### config.mk
export PLATFORM = sky130hd
export DESIGN_NAME = mem_writer
export DESIGN_NICKNAME = d
export VERILOG_FILES = /design/src/rtl/mem_writer.sv
export SDC_FILE = /design/constraint.sdc
export NUM_CORES = 1
export LEC_CHECK = 0
export ABC_CLOCK_PERIOD_IN_PS = 1300
export BUFFER_PORTS_ARGS = -buffer_cell sky130_fd_sc_hd__buf_2
export CAP_MARGIN = 10
export CORE_MARGIN = 3
export CORE_UTILIZATION = 35
export DETAILED_ROUTE_END_ITERATION = 8
export GPL_TIMING_DRIVEN = 0
export PLACE_DENSITY = 0.67
export SLEW_MARGIN = 10
export SYNTH_ARGS = -nofsm -noshare
export SYNTH_HDL_FRONTEND = slang
export SYNTH_SLANG_ARGS = --single-unit
export TNS_END_PERCENT = 50
### constraint.sdc
create_clock -name clk -period 1.3 [get_ports clk]
set_input_delay 0.195 -clock clk [delete_from_list [all_inputs] [get_ports clk]]
set_output_delay 0.195 -clock clk [all_outputs]
set_load 0.005 [all_outputs]
### src/rtl/mem_writer.sv
// Streams DEPTH words from a valid/ready source into consecutive memory addresses.
// Define MEM_WRITER_VERIFY_EN to add a readback pass that compares 8-bit checksums.
module mem_writer #(
    parameter int ADDR_W = 4,
    parameter int DATA_W = 4,
    parameter int DEPTH  = 16
) (
    input  logic              clk,
    input  logic              rst,
    input  logic              start,
    input  logic              in_valid,
    input  logic [DATA_W-1:0] in_data,
    output logic              in_ready,
    output logic              wr_en,
    output logic [ADDR_W-1:0] wr_addr,
    output logic [DATA_W-1:0] wr_data,
    output logic              read,
    output logic [ADDR_W-1:0] address,
    input  logic [DATA_W-1:0] d_out,
    output logic              busy,
    output logic              done,
    output logic [ADDR_W:0]   count,
    output logic              error
);

    localparam int CNT_W = ADDR_W + 1;
    localparam logic [CNT_W-1:0]  DEPTH_C  = CNT_W'(DEPTH);
    localparam logic [ADDR_W-1:0] LAST_PTR = ADDR_W'(DEPTH - 1);

    typedef enum logic [1:0] {
        IDLE   = 2'd0,
        LOAD   = 2'd1,
`ifdef MEM_WRITER_VERIFY_EN
        VERIFY = 2'd2,
`endif
        FINISH = 2'd3
    } state_t;

    state_t            state_q, state_d;
    logic [CNT_W-1:0]  count_q, count_d;
    logic              wr_en_q, wr_en_d;
    logic [ADDR_W-1:0] wr_addr_q, wr_addr_d;
    logic [DATA_W-1:0] wr_data_q, wr_data_d;
    logic              load_begin;
    logic              load_hs;

    assign load_begin = (state_q == IDLE) && start;
    assign load_hs    = (state_q == LOAD) && in_valid;

`ifdef MEM_WRITER_VERIFY_EN
    logic verify_last;
`endif

    // The low bits of count double as the write pointer; count never exceeds DEPTH.
    always_comb begin
        state_d   = state_q;
        count_d   = count_q;
        wr_en_d   = 1'b0;
        wr_addr_d = wr_addr_q;
        wr_data_d = wr_data_q;
        case (state_q)
            IDLE: begin
                if (load_begin) begin
                    state_d = LOAD;
                    count_d = '0;
                end
            end
            LOAD: begin
                if (load_hs) begin
                    wr_en_d   = 1'b1;
                    wr_addr_d = count_q[ADDR_W-1:0];
                    wr_data_d = in_data;
                    count_d   = count_q + CNT_W'(1);
                    if (count_q[ADDR_W-1:0] == LAST_PTR) begin
`ifdef MEM_WRITER_VERIFY_EN
                        state_d = VERIFY;
`else
                        state_d = FINISH;
`endif
                    end
                end
            end
`ifdef MEM_WRITER_VERIFY_EN
            VERIFY: begin
                if (verify_last) begin
                    state_d = FINISH;
                end
            end
`endif
            FINISH: state_d = IDLE;
            default: state_d = IDLE;
        endcase
    end

    always_ff @(posedge clk) begin
        if (rst) begin
            state_q   <= IDLE;
            count_q   <= '0;
            wr_en_q   <= 1'b0;
            wr_addr_q <= '0;
            wr_data_q <= '0;
        end else begin
            state_q   <= state_d;
            count_q   <= count_d;
            wr_en_q   <= wr_en_d;
            wr_addr_q <= wr_addr_d;
            wr_data_q <= wr_data_d;
        end
    end

    assign in_ready = (state_q == LOAD);
    assign busy     = (state_q != IDLE);
    assign done     = (state_q == FINISH);
    assign count    = count_q;
    assign wr_en    = wr_en_q;
    assign wr_addr  = wr_addr_q;
    assign wr_data  = wr_data_q;

`ifdef MEM_WRITER_VERIFY_EN
    logic [7:0]       wsum_q, wsum_d;
    logic [7:0]       rsum_q, rsum_d;
    logic [7:0]       rsum_next;
    logic [CNT_W-1:0] vcnt_q, vcnt_d;
    logic             error_q, error_d;
    logic             read_int;

    // vcnt counts VERIFY cycles: reads issue on 0..DEPTH-1, captures land on 1..DEPTH.
    assign verify_last = (state_q == VERIFY) && (vcnt_q == DEPTH_C);
    assign read_int    = (state_q == VERIFY) && (vcnt_q != DEPTH_C);
    assign rsum_next   = rsum_q + 8'(d_out);

    always_comb begin
        wsum_d  = wsum_q;
        rsum_d  = rsum_q;
        vcnt_d  = vcnt_q;
        error_d = error_q;
        if (load_begin) begin
            wsum_d  = '0;
            rsum_d  = '0;
            vcnt_d  = '0;
            error_d = 1'b0;
        end
        if (load_hs) begin
            wsum_d = wsum_q + 8'(in_data);
        end
        if (state_q == VERIFY) begin
            vcnt_d = vcnt_q + CNT_W'(1);
            if (vcnt_q != '0) begin
                rsum_d = rsum_next;
            end
            if (verify_last) begin
                error_d = (rsum_next != wsum_q);
            end
        end
    end

    always_ff @(posedge clk) begin
        if (rst) begin
            wsum_q  <= '0;
            rsum_q  <= '0;
            vcnt_q  <= '0;
            error_q <= 1'b0;
        end else begin
            wsum_q  <= wsum_d;
            rsum_q  <= rsum_d;
            vcnt_q  <= vcnt_d;
            error_q <= error_d;
        end
    end

    assign read    = read_int;
    assign address = read_int ? vcnt_q[ADDR_W-1:0] : '0;
    assign error   = error_q;
`else
    logic unused_d_out;
    assign unused_d_out = ^d_out;
    assign read    = 1'b0;
    assign address = '0;
    assign error   = 1'b0;
`endif

endmodule

Word-level counts from Yosys, hierarchy flattened:

Index checks and enable logic that the tools add are counted.
Widths: inputs -> output; s select.

* output and inout bits: 23
* memory bits (read-only): 0
* register bits after elaboration: 16
* bits in latches: 0
* memories kept: 0
* logic and storage cells: 30
* input port bits: 12
* RAM bits: 0

* bitwise logic cells: 1
* shift-type cells: 0
* multiplexer cells: 8
* equal/unequal tests: 6
* div/mod/pow operators: 0
* $lt $le $gt $ge: 0
* add/sub/neg operators: 1
* multipliers: 0
* reduce and logical (&&, ||, !) cells: 9

Operator list (number)
* $mux 5: 2
* $pmux 5 s2: 1
* $mux 2: 3
* $reduce_and 3->1: 2
* $add 5x1->5 const B: 1
* $eq 4x4->1 const B: 1
* $ne 2x1->1 const B: 2
* $pmux 2 s2: 1
* $reduce_bool 2->1: 2
* $eq 2x1->1 const B: 1
* $eq 2x2->1 const B: 1
* $logic_and 1x1->1: 2
* $logic_not 2->1: 1
* $ne 2x2->1 const B: 1
* $reduce_and 2->1: 1
* $reduce_or 2->1: 1
* $mux 1: 1
* $not 1->1: 1

Logic depth before layout (Yosys ltp):

Gate-level depths: netlist of run 1.

* depth after elaboration: 4
* gate-level depth with buffers: 4
* gate-level depth less buffers: 4

Worst setup path after synthesis of run 1:

OpenSTA, ideal clock, no wires.

* path kind: flip-flop to flip-flop
* start: reg count_q[0], in the netlist count[0]
* end: reg count_q[4], in the netlist count[4]
* arrival: 1.146 ns
* required time: 1.226 ns
* path slack: 0.080 ns
* path buffers: 0
* cell stages (with the launch flop): 5
* period minus slack after synthesis: 1.220 ns
* library setup time: 0.074 ns
* cell sequence: dfxtp_1 ha_1 nand3_1 or3_1 a31oi_1

* longest elaborated chain between the ends: 3

Ends and longest elaborated chain
* start: declaration: line 40 `logic [CNT_W-1:0] count_q, count_d;`
* start signal: assignment: line 104 `count_q <= count_d;`
* $add 5x1->5: line 73 `count_d = count_q + CNT_W'(1);`
* $mux 5: line 69 `if (load_hs) begin`
* $pmux 5 s2: line 61 `case (state_q)`

Every way passes these cells. The select of a mux whose other input is x is not followed.
A chain may end at the register's enable or synchronous reset.

Worst setup path after layout of run 1:

* start: reg state_q[1]
* end: out busy

* longest elaborated chain between the ends: 1

Ends and longest elaborated chain
* start: declaration: line 39 `state_t state_q, state_d;`
* start signal: assignment: line 103 `state_q <= state_d;`
* $reduce_bool 2->1: line 112 `assign busy = (state_q != IDLE);`
* end: declaration: line 20 `output logic busy,`

Every way passes these cells.

==> results of run 1 <==
-- routing by layer --
metal  vias up  share of wire [%]
met5         -                  0
met4         0                2.0
met3         4                5.3
met2        18                 51
met1       283                 42
li1        329                  -
-- worst max-delay path by stage --
stage,from,endpoint,cells past startpoint
after CTS,count[1],count[4],4
after global routing,count[0],count[4],4
after floorplan,count[0],count[4],4
after detailed placement,count[0],count[4],4
after global placement,count[0],count[4],4
final,state_q[1],busy,2
-- kinds of logic after synthesis --
kind of cell | count (synthesis) | synth area share (%)
buffers and inverters | 10 | 9.59
other | 1 | 0.553
DFF | 16 | 47.2
muxes | 1 | 1.48
AOI/OAI and AO/OA | 17 | 14.8
adders and majority gates | 1 | 1.84
and+or+nand+nor | 35 | 24.5
-- sequential cells by signal, summed over array words and instances, names as in the netlist --
signal,flops
count,5
state_q,2
wr_addr,4
wr_data,4
wr_en,1
-- worst register-to-register path: stages (launching register included) --
cell and delay [ns]:
sky130_fd_sc_hd__dfxtp_4 0.38, sky130_fd_sc_hd__ha_2 0.20, sky130_fd_sc_hd__nand3_2 0.09, sky130_fd_sc_hd__or3_1 0.31, sky130_fd_sc_hd__a31oi_1 0.15
-- layout make-up --
class                      count  area, um^2  area share (%)
clock buffer                   4        36.3            4.03
sequential                    16         330            36.7
multi-input combinational     60         322            35.7
timing repair buffer          23         115            12.8
buffer                        10        65.1            7.23
tap                           25        31.3            3.48
-- layout by cell type (no fill, tap or decap), types with 2 or more instances in the layout --
master                      n
sky130_fd_sc_hd__buf_2     24
sky130_fd_sc_hd__nand2_1   17
sky130_fd_sc_hd__dfxtp_1   12
sky130_fd_sc_hd__a21oi_1   11
sky130_fd_sc_hd__buf_4      7
sky130_fd_sc_hd__conb_1     6
sky130_fd_sc_hd__nor2_1     4
sky130_fd_sc_hd__clkbuf_4   3
sky130_fd_sc_hd__clkbuf_1   2
sky130_fd_sc_hd__nand3_1    2
sky130_fd_sc_hd__or3_1      2
sky130_fd_sc_hd__o21ai_0    2
sky130_fd_sc_hd__nor3_1     2
sky130_fd_sc_hd__dfxtp_4    2
sky130_fd_sc_hd__dfxtp_2    2
-- power by group through the flow --
| stage | combinational (mW) | sequential [mW] | clock [mW] |
|---|---|---|---|
| 6_report | 0.0974 | 0.510 | 0.329 |
| 3_3_place_gp | 0.0955 | 0.523 | 0 |
| 4_1_cts | 0.0968 | 0.513 | 0.344 |
| 5_1_grt | 0.111 | 0.512 | 0.354 |
| 3_5_place_dp | 0.0963 | 0.524 | 0 |
| 2_1_floorplan | 0.0619 | 0.523 | 0 |
-- timing repair --
action / CTS / global route
endpoints found under the setup margin: 2 / 5
gates resized for setup: 2 / 7
cloned: 0 / 0
==> Implementation_results.wiki, run 1 <==
{| class="wikitable"
! Metric !! Value
|-
| Worst skew pair latency || 0.28 ns
|-
| Count of fill cells added during filler insertion || 171
|-
| Non-filler cells in the finished layout || 138
|-
| Worst VDD drop || 0.538 mV
|-
| M2 GR Usage || 19.8%
|-
| Most Crowded Layer GR || met2
|-
| Dominant cell by count in the synthesized netlist || sky130_fd_sc_hd__nand2_1
|-
| Internal || 0.718 mW
|-
| Count of placed standard cells including taps || 134
|-
| Final-layout worst hold slack || 0.135 ns
|-
| Worst-path clk slew || 0.09 ns
|-
| Worst setup slack after layout || 0.0756 ns
|-
| Synth top area share || 47.2%
|-
| Maximum achievable frequency || 0.817 GHz
|-
| CTS Root Buffer Type || sky130_fd_sc_hd__clkbuf_4
|-
| Worst Path Required || 1.11 ns
|-
| Clock buffer count from CTS || 3
|-
| # hold bufs at CTS || 0
|-
| Max-slew violations || 0
|-
| All-layer global routing usage || 11.9%
|-
| Post-DR vias/cell || 4.59
|-
| Area of the core || 1780 um^2
|-
| Number of nets in the finished design || 127
|-
| Combined buffer and inverter count along the critical path || 1
|-
| Post-route cell area || 900 um^2
|-
| DRC viols || 0
|-
| Dpl ws || -0.0195 ns
|-
| Ranking of synthesized cells by area || sky130_fd_sc_hd__dfxtp_1 (47%), sky130_fd_sc_hd__nand2_1 (9.4%), sky130_fd_sc_hd__a21oi_1 (8.1%)
|-
| Pleak || 0.404 nW
|-
| Vert. Die Dim || 50.0 um
|-
| Via count of the first global-routing pass || 540
|-
| H-tree depth || 1
|-
| Number of core rows || 15
|-
| Distinct cell type count of the synthesized netlist || 25
|-
| Worst min-delay path endpoint || wr_data[2]
|-
| Arrival time reported for the critical path endpoint || 1.03 ns
|-
| Number of cells on the worst hold path || 3
|-
| Power per unit of standard cell area || 1040 nW/um^2
|-
| Internal reg-to-reg setup slack || 0.09 ns
|-
| Number of I/O port buffers || 23
|-
| Async SR Flop Fraction || 0%
|-
| Number of vias after detailed routing || 634
|-
| Number of enable flip-flop cells after synthesis || 0
|-
| PnR Total Power || 0.936 mW
|-
| Combined area of all synthesized cells || 678 um^2
|-
| Number of violations reported at the end of detailed-routing iteration 0 || 4
|-
| Post-CTS repair timing setup buffer count || 0
|-
| Mean post-synth cell area || 8.37 um^2
|-
| Portion of total power attributed to the clock network || 35.1%
|-
| Post-layout minimum cycle time || 1.22 ns
|-
| Final Hold Vio Count || 0
|-
| Ordered list of cells on the worst path || or2_4 -> buf_2
|-
| CP max stage cell || sky130_fd_sc_hd__dfxtp_4
|-
| Maximum fanout encountered on the critical timing path || 10
|-
| Relative contribution of combinational cells to total power || 10.4%
|-
| Family with the most delay on the worst path || flip-flops
|-
| Type of origin of the critical path || flip-flop
|-
| HP Start || in_data[2]
|-
| Part of the Yosys area used for sequential elements || 47.2%
|-
| Part of the total power dissipated in sequential elements || 54.5%
|-
| Count of nets left with antenna violations after detail routing || 0
|-
| Net switching power figure || 0.218 mW
|-
| Skew final || 0.00210 ns
|-
| Critical Setup Path Class || reg -> out
|-
| R2R Path End || count[4]
|-
| Starting utilization of the core area || 38.0%
|-
| TritonCTS clock tree || built
|-
| Critical register-to-register path startpoint || count[0]
|-
| Antenna violations before repair || 0
|-
| Wire length of the first global-routing pass || 2290 um
|-
| Routability-driven placement congestion ratio || 0.690
|-
| Setup repair after global routing missed its margin || no
|-
| Detailed-route wire length || 1450 um
|-
| Area after DPL || 843 um^2
|-
| Max incr delay on CP || 0.38 ns
|-
| Max-Cap Viols || 0
|-
| Outcome || finished clean
|-
| Clock Sink Count || 16
|-
| GR Util met3 || 1.21%
|-
| Global route overflow || 0
|-
| DR pass1 iterations || 4
|-
| Ant diodes || 0
|-
| Mean routed wirelength per cell || 10.5 um
|-
| Final count of negative-setup-slack endpoints || 0
|-
| Die width || 50.0 um
|-
| Post-synthesis instance total || 81
|-
| Estimated wirelength of the detail-placed design || 1060 um
|-
| Pin count of the biggest net entering global routing || 11
|-
| Post-synthesis cell type with the largest combined area || sky130_fd_sc_hd__dfxtp_1
|-
| Switching share of total power || 23.3%
|-
| Ys Warns || 0
|-
| Number of buffers on the longest clock path || 2
|-
| Path class of the lowest-slack min-delay path || in -> reg
|-
| Number of storage elements in the synthesis netlist || 16
|-
| Capturing element type of the critical path || output port
|-
| Layout cell share with drive strength beyond 1 || 38.9%
|-
| Floorplan die area || 2500 um^2
|-
| GR met1 Demand/Resource || 14.1%
|-
| Crit share post-route || 94.2%
|-
| Worst r2r path cells || 4
|-
| Top cells by count, synth || sky130_fd_sc_hd__nand2_1 (17), sky130_fd_sc_hd__dfxtp_1 (16), sky130_fd_sc_hd__a21oi_1 (11)
|-
| Setup Total Neg Slack || 0 ns
|-
| Synth Flop Type || sky130_fd_sc_hd__dfxtp_1
|-
| Share of the core filled with cells in the final layout || 50.5%
|-
| Number of top-level pins || 35
|-
| Signed area change from the synthesized netlist to the final layout || 32.7%
|}
Power figures use the tool's default switching activity.
==> inputs of run 2 (changes only) <==
--- a/config.mk
+++ b/config.mk
@@ -8,11 +8,13 @@
 export ABC_CLOCK_PERIOD_IN_PS = 1300
 export BUFFER_PORTS_ARGS = -buffer_cell sky130_fd_sc_hd__buf_2
 export CAP_MARGIN = 10
+export CELL_PAD_IN_SITES_DETAIL_PLACEMENT = 0
+export CELL_PAD_IN_SITES_GLOBAL_PLACEMENT = 2
 export CORE_MARGIN = 3
-export CORE_UTILIZATION = 35
+export CORE_UTILIZATION = 20
 export DETAILED_ROUTE_END_ITERATION = 8
 export GPL_TIMING_DRIVEN = 0
-export PLACE_DENSITY = 0.67
+export PLACE_DENSITY_LB_ADDON = 0.1
 export SLEW_MARGIN = 10
 export SYNTH_ARGS = -nofsm -noshare
 export SYNTH_HDL_FRONTEND = slang
==> Implementation_results.wiki, run 2 (synthesized netlist as in run 1, its figures left out) <==
{| class="wikitable"
! Metric !! Value
|-
| Max-Cap Viols || 0 (unchanged)
|-
| Area taken by multi-input logic gates || 322 um^2 (unchanged)
|-
| Most common cell after layout, fill and taps aside || sky130_fd_sc_hd__buf_2
|-
| Number of vias after detailed routing || 617 (-2.7%)
|-
| Max incr delay on CP || 0.39 ns (about the same)
|-
| Number of buffers on the longest clock path || 2 (unchanged)
|-
| Clock Sink Count || 16 (unchanged)
|-
| Starting utilization of the core area || 21.5% (-17 points)
|-
| Worst VDD drop || 0.232 mV (-57%)
|-
| Critical Path Stages || 4 (+2)
|-
| Number of core rows || 20 (+5)
|-
| Capturing element type of the critical path || flip-flop
|-
| HP Start || in_data[1]
|-
| Wire length of the first global-routing pass || 2730 um (+19%)
|-
| Post-route cell area || 923 um^2 (+2.6%)
|-
| DR pass1 iterations || 4 (unchanged)
|-
| Die width || 64.2 um (+28%)
|-
| PostCTS Resize Cnt || 2 (unchanged)
|-
| Power per unit of standard cell area || 1020 nW/um^2 (-1.9%)
|-
| Post-DR vias/cell || 3.93 (-14%)
|-
| Critical Setup Path Class || reg -> reg
|-
| Pleak || 0.404 nW (unchanged)
|-
| DRC viols || 0 (unchanged)
|-
| Final-layout worst hold slack || 0.139 ns (+0.00397 ns)
|-
| Layout cell share with drive strength beyond 1 || 38.9% (unchanged)
|-
| Dpl ws || -0.0706 ns (-0.0511 ns)
|-
| CTS Root Buffer Type || sky130_fd_sc_hd__clkbuf_4
|-
| Maximum achievable frequency || 0.814 GHz (-0.33%)
|-
| Setup Total Neg Slack || 0 ns (unchanged)
|-
| Detailed-route wire length || 1680 um (+16%)
|-
| Type of origin of the critical path || flip-flop
|-
| Number of nets in the finished design || 127 (unchanged)
|-
| Number of cells on the worst hold path || 3 (unchanged)
|-
| Combined buffer and inverter count along the critical path || 0 (-1)
|-
| Global route overflow || 0 (unchanged)
|-
| Register area || 330 um^2 (unchanged)
|-
| Non-filler cells in the finished layout || 157 (+14%)
|-
| Area of the core || 3150 um^2 (+77%)
|-
| Via count of the first global-routing pass || 570 (+5.6%)
|-
| Path class of the lowest-slack min-delay path || in -> reg
|-
| Worst-path clk slew || 0.10 ns (about the same)
|-
| PnR Total Power || 0.943 mW (+0.71%)
|-
| Worst min-delay path endpoint || wr_data[1]
|-
| CP max stage cell || sky130_fd_sc_hd__dfxtp_4
|-
| Post-CTS repair timing setup buffer count || 0 (unchanged)
|-
| R2R Path End || count[4]
|-
| Floorplan die area || 4130 um^2 (+65%)
|-
| Skew final || 0.00441 ns (+0.00231 ns)
|-
| Max FFs per register || 5 (unchanged)
|-
| Final Hold Vio Count || 0 (unchanged)
|-
| Clock buffer count from CTS || 3 (unchanged)
|-
| Estimated wirelength of the detail-placed design || 1200 um (+14%)
|-
| Area after DPL || 867 um^2 (+2.8%)
|-
| Worst r2r path cells || 4 (unchanged)
|-
| TritonCTS clock tree || built
|-
| Outcome || finished clean
|-
| Count of placed standard cells including taps || 153 (+14%)
|-
| # hold bufs at CTS || 0 (unchanged)
|-
| Ant diodes || 0 (unchanged)
|-
| Antenna violations before repair || 0 (unchanged)
|-
| Count of fill cells added during filler insertion || 379 (+120%)
|-
| Share of the core filled with cells in the final layout || 29.3% (-21 points)
|-
| Crit share post-route || 94.5% (+0.32 points)
|-
| Vert. Die Dim || 64.2 um (+28%)
|-
| Setup repair after global routing missed its margin || yes
|-
| Number of I/O port buffers || 23 (unchanged)
|-
| Worst setup slack after layout || 0.0715 ns (-0.00411 ns)
|-
| Number of violations reported at the end of detailed-routing iteration 0 || 20 (+16)
|-
| Arrival time reported for the critical path endpoint || 1.45 ns (+0.42 ns)
|-
| Family with the most delay on the worst path || simple AND/OR/NAND/NOR gates
|-
| Ordered list of cells on the worst path || ha_2 -> nand3_2 -> or3_1 -> a31oi_1
|-
| Signed area change from the synthesized netlist to the final layout || 36.2%
|-
| Maximum fanout encountered on the critical timing path || 6 (-4)
|-
| Post-layout minimum cycle time || 1.23 ns (+0.00411 ns)
|-
| Max-slew violations || 0 (unchanged)
|-
| Internal reg-to-reg setup slack || 0.07 ns (-0.02 ns)
|-
| Worst skew pair latency || 0.28 ns (about the same)
|-
| All-layer global routing usage || 8.48% (-3.4 points)
|-
| Number of top-level pins || 35 (unchanged)
|-
| Most frequent cells in the layout || sky130_fd_sc_hd__buf_2 (24), sky130_fd_sc_hd__nand2_1 (17), sky130_fd_sc_hd__dfxtp_1 (12)
|-
| Final count of negative-setup-slack endpoints || 0 (unchanged)
|-
| H-tree depth || 1 (unchanged)
|-
| Worst Path Required || 1.52 ns (+0.41 ns)
|-
| Count of nets left with antenna violations after detail routing || 0 (unchanged)
|-
| Routability-driven placement congestion ratio || 0.698 (+1.1%)
|-
| Pin count of the biggest net entering global routing || 11 (unchanged)
|-
| Critical register-to-register path startpoint || count[0]
|-
| Mean routed wirelength per cell || 10.7 um (+2.4%)
|}
[run 2: cell counts in the layout (fill, tap and decap cells not counted)]
Identical to the previous run, type by type.
[run 2: how the worst max path moves through the flow]
stage / to / from
floorplan: count[4] / count[0]
global placement: count[4] / count[0]
detailed placement: count[4] / count[0]
CTS: count[4] / count[1]
global route: in_ready / state_q[0]
finish: count[4] / count[0]
[run 2: metal layers]
metal  part of all wire, %  vias up  GRT usage [%]
li1                      -      329              -
met1                    49      265           11.5
met2                    41       21           12.5
met3                   8.9        2           2.64
met4                  0.77        0           3.17
met5                     0        -              0
[run 2: power by group]
part | switching [mW] | internal [mW]
clock | 0.162 | 0.170
combinational | 0.0517 | 0.0482
sequential | 0.0112 | 0.500
[run 2: worst min-delay path, cell delays in order]
cell,delay [ns]
sky130_fd_sc_hd__buf_2,0.09
sky130_fd_sc_hd__nand2_1,0.04
sky130_fd_sc_hd__a21oi_1,0.05
[run 2: final cells by class]
type	count	area share, %
timing repair buffer	23	12.5
tap	44	5.96
multi-input combinational	60	34.8
sequential	16	35.8
clock buffer	4	3.93
buffer	10	7.05
